<file path="src/rtl/dot_pkg.sv">
// Shared definitions for the dot-product sequencer: FSM state encoding and
// the default sizing constants used by dot_seq.
package dot_pkg;

  typedef enum logic [1:0] {
    IDLE,
    ISSUE,
    DRAIN,
    HOLD
  } dotState_t;

  localparam int DefArraySize    = 4;
  localparam int DefAddressWidth = 2;
  localparam int DefZBits        = 28;
  localparam int DefMacLatency   = 1;

endpackage

</file>
<file path="src/rtl/dot_seq.sv">
// Sequencer for an external multiply-accumulate datapath: walks the element
// index, waits for the MAC pipeline to settle, then presents the sum on a
// valid/ready output.
module dot_seq
  import dot_pkg::*;
#(
  parameter int arraySize    = DefArraySize,
  parameter int addressWidth = DefAddressWidth,
  parameter int zBits        = DefZBits,
  parameter int macLatency   = DefMacLatency
) (
  input  logic                    clk,
  input  logic                    rst,
  input  logic                    start,
  output logic                    busy,
  output logic [addressWidth-1:0] selector,
  output logic                    clear,
  input  logic [zBits-1:0]        z_in,
  output logic [zBits-1:0]        result,
  output logic                    result_valid,
  input  logic                    result_ready
);

  localparam int drainBits = $clog2(macLatency + 1);
  localparam logic [addressWidth-1:0] lastIndex = addressWidth'(arraySize - 1);
  localparam logic [drainBits-1:0]    drainLast = drainBits'(macLatency - 1);

  dotState_t               stateQ, stateD;
  logic [addressWidth-1:0] indexQ, indexD;
  logic [drainBits-1:0]    drainQ, drainD;
  logic [zBits-1:0]        resultQ, resultD;

  // Reset clears everything, so an aborted product never leaves a stale sum.
  always_ff @(posedge clk) begin
    if (rst) begin
      stateQ  <= IDLE;
      indexQ  <= '0;
      drainQ  <= '0;
      resultQ <= '0;
    end else begin
      stateQ  <= stateD;
      indexQ  <= indexD;
      drainQ  <= drainD;
      resultQ <= resultD;
    end
  end

  always_comb begin
    stateD       = stateQ;
    indexD       = indexQ;
    drainD       = drainQ;
    resultD      = resultQ;
    selector     = '0;
    clear        = 1'b0;
    busy         = 1'b0;
    result_valid = 1'b0;

    case (stateQ)
      IDLE: begin
        if (start) begin
          stateD = ISSUE;
          indexD = '0;
        end
      end

      ISSUE: begin
        busy     = 1'b1;
        selector = indexQ;
        clear    = (indexQ == '0);
        if (indexQ == lastIndex) begin
          stateD = DRAIN;
          indexD = '0;
          drainD = '0;
        end else begin
          indexD = indexQ + 1'b1;
        end
      end

      // z_in is only trustworthy once the last element has cleared the MAC pipe.
      DRAIN: begin
        busy = 1'b1;
        if (drainQ == drainLast) begin
          resultD = z_in;
          stateD  = HOLD;
          drainD  = '0;
        end else begin
          drainD = drainQ + 1'b1;
        end
      end

      HOLD: begin
        result_valid = 1'b1;
        if (result_ready) begin
          stateD = start ? ISSUE : IDLE;
          indexD = '0;
        end
      end

      default: stateD = IDLE;
    endcase
  end

  assign result = resultQ;

endmodule

</file>
<file path="config.mk">
export PLATFORM = sky130hd
export DESIGN_NAME = dot_seq
export DESIGN_NICKNAME = d
export VERILOG_FILES = /design/src/rtl/dot_pkg.sv /design/src/rtl/dot_seq.sv
export SDC_FILE = /design/constraint.sdc
export NUM_CORES = 1
export LEC_CHECK = 0
export ABC_AREA = 1
export CAP_MARGIN = 0
export CELL_PAD_IN_SITES_DETAIL_PLACEMENT = 1
export CELL_PAD_IN_SITES_GLOBAL_PLACEMENT = 1
export CORE_ASPECT_RATIO = 2
export CORE_MARGIN = 2
export CORE_UTILIZATION = 28
export CTS_CLUSTER_DIAMETER = 80
export DETAILED_ROUTE_END_ITERATION = 6
export PLACE_DENSITY = 0.85
export SETUP_SLACK_MARGIN = 0.4
export SKIP_CTS_REPAIR_TIMING = 1
export SLEW_MARGIN = 20
export SYNTH_ARGS = -nofsm -noshare
export SYNTH_HDL_FRONTEND = slang
export SYNTH_SLANG_ARGS = --single-unit
</file>
<file path="constraint.sdc">
create_clock -name clk -period 1.7 [get_ports clk]
set_clock_uncertainty 0.05 [all_clocks]
set_input_delay 0.255 -clock clk [delete_from_list [all_inputs] [get_ports clk]]
set_output_delay 0.255 -clock clk [all_outputs]
set_load 0.01 [all_outputs]
</file>
==> impl_metrics.toml <==
[run_status]
outcome = "complete, no violations"

[timing]
finalSetupViolCount = 0
final_max_slew_viol_count = 0
period_needed_ns = 1.41
grt_setup_unrepaired = "true"
final.period_utilization = 0.831
fmax_mhz = 708
final_hold_viol_count = 0
tightest_slew_ns = 0.184
slew_headroom = 0.876

[worst_setup_path]
crit_buf_inv = 3
crit_path_max_fanout = 5
worstSetupPathType = "register to output pin"
cp.arrival_ns = 1.11
slowest_delay_ns = 0.36
crit_slowest_cell = "dfxtp_2"
start_kind = "register"
cp-end-kind = "output pin"
crit_family = "flip-flops"
required_ns = 1.39
cp_cell_sequence = "inv_4 -> ha_4 -> nand2_1 -> inv_1 -> dlymetal6s2s_1"

[cts]
clockBufferDepth = 2
cts_sinks = 32
htree_levels = 2
cts_inserted_buffers = 5
cts_tree = "yes"
cts_root_buf = "clkbuf_8"
path_clk_slew_ns = 0.06
insertion_delay_ns = 0.27

[placement]
placed_area_mm2 = 0.00204
gp_congestion = 0.753
port_buffers = 64
place.detailed.hpwl_um = 2860

[layout]
final_util = 0.507
drive_gt1_frac = 0.173
syn2layout_area_growth_pct = 73.5
num_antenna_cells = 0
design_area_mm2 = 0.00235
fillerInstances = 561
nets = 288

[synth]
ys_types = 17
synthCells = 175
ys_warn_count = 0
avgSynthCellArea_um2 = 7.76
ys_seq_elements = 32
yosysSeqAreaShare = 0.472
synth_area_mm2 = 0.00136
syn_nets = 215

[global_routing]
antenna_found_initial = 0
grt_pass1_wl_um = 5820
grt_usage = 0.146
grt_start_max_net_pins = 30
grt_pass1_vias = 1343
overflow = 0

[drt]
vias = 1377
drt_iter0_drc = 18
viasPerCell = 4.54
wirelength_um = 4250
firstDrtPassIters = 4
remaining_drc_errors = 0
antenna_left = 0
wl_per_cell_um = 14.0

[job]
maxCapViolCount = 0

[floorplanning]
die_area_mm2 = 0.00545
io_pins = 65
start_util = 0.292
fp.dieH_um = 102
die_w_um = 53.2
core_mm2 = 0.00464
rows = 35

[hold_path]
min_path_type = "register to register"

[power_and_ir_drop]
p_per_area_mw_per_mm2 = 1500
p_leak_nw = 1.53
max-vdd-ir-drop_v = 0.000978
-- through the flow --
step / cells / total power [mW] / setup WS [ns] / setup TNS, ns / hold slack [ns]
global route: 303 / 3.79 / 0.229 / 0 / 0.469
global placement: 291 / 2.72 / 0.135 / 0 / 0.422
CTS: 298 / 3.32 / -0.205 / -0.898 / 0.442
floorplan: 175 / 2.00 / 0.420 / 0 / 0.274
finish: 303 / 3.54 / 0.287 / 0 / 0.435
detailed placement: 291 / 2.77 / 0.0936 / 0 / 0.425
-- final cells by class --
| class | instances | area [µm²] | area share |
|---|---|---|---|
| Timing Repair Buffer | 74 | 818 | 0.348 |
| Multi-Input combinational cell | 119 | 664 | 0.282 |
| Sequential cell | 32 | 648 | 0.275 |
| Inverter | 16 | 77.6 | 0.0329 |
| Clock buffer | 6 | 72.6 | 0.0308 |
| Tap cell | 55 | 68.8 | 0.0292 |
| Clock inverter | 1 | 5.00 | 0.00213 |
-- logic make-up (layout without fill, tap and decap cells) --
family | after synthesis | count (layout) | share of synthesized area
DFF | 32 | 32 | 0.472
adders and majority gates | 8 | 8 | 0.0737
AOI/OAI and AO/OA | 32 | 32 | 0.118
buffers and inverters | 24 | 97 | 0.100
and+or+nand+nor | 79 | 79 | 0.236
-- cells in the final DEF (no fill, tap or decap), drive strengths merged --
master / count
a21oi: 3
buf: 12
nor2: 59
ha: 8
clkinv: 1
nand2: 16
clkbuf: 8
o21ai: 29
dlymetal6s2s: 29
inv: 16
dfxtp: 32
nand3: 3
nand3b: 1
clkdlybuf4s50: 31
-- layer usage --
layer | GRT usage | vias up | wire length (µm)
met5 | 0 | - | 0
met4 | 0.0592 | 0 | 48
met3 | 0.0336 | 4 | 123
met2 | 0.276 | 31 | 2530
met1 | 0.142 | 657 | 1550
li1 | - | 685 | -
-- synth_stat cells --
library cell,number,area share
nor2_2,4,0.018
inv_8,1,0.0083
o21ai_0,24,0.088
clkbuf_2,1,0.0037
nand3b_2,1,0.0083
nor2_1,55,0.15
nand2_2,1,0.0046
buf_2,3,0.011
dfxtp_1,32,0.47
o21ai_1,5,0.018
nand3_1,3,0.011
buf_8,1,0.011
nand2_1,15,0.041
ha_1,8,0.074
buf_6,3,0.025
a21oi_1,3,0.011
inv_1,15,0.041
-- tightest hold or removal path: stages (launching register included) --
cell     delay (ns)
dfxtp_1        0.33
o21ai_1        0.06
nor2_1         0.07
-- flip-flops by register name, summed over array words and instances (netlist names) --
| signal | flops |
|---|---|
| result | 28 |
| stateQ | 2 |
| indexQ | 2 |
-- where the power goes --
part / internal [mW] / switching (mW) / total [mW]
Sequential: 1.03 / 0.146 / 1.18
Combinational: 0.895 / 0.933 / 1.83
Clock: 0.278 / 0.255 / 0.532
Total: 2.20 / 1.33 / 3.54
-- path summary, 6_finish.rpt --
| kind | from | end | slack (ns) | depth (start not counted) |
|---|---|---|---|---|
| worst max-delay path | stateQ[1] | selector[0] | 0.29 | 5 |
| worst min register to register | result[1] | result[1] | 0.44 | 2 |
| worst max register to register | stateQ[0] | stateQ[0] | 0.45 | 7 |
| worst min-delay path | result[1] | result[1] | 0.44 | 2 |
No activity file was read; power rests on OpenSTA's default activity.
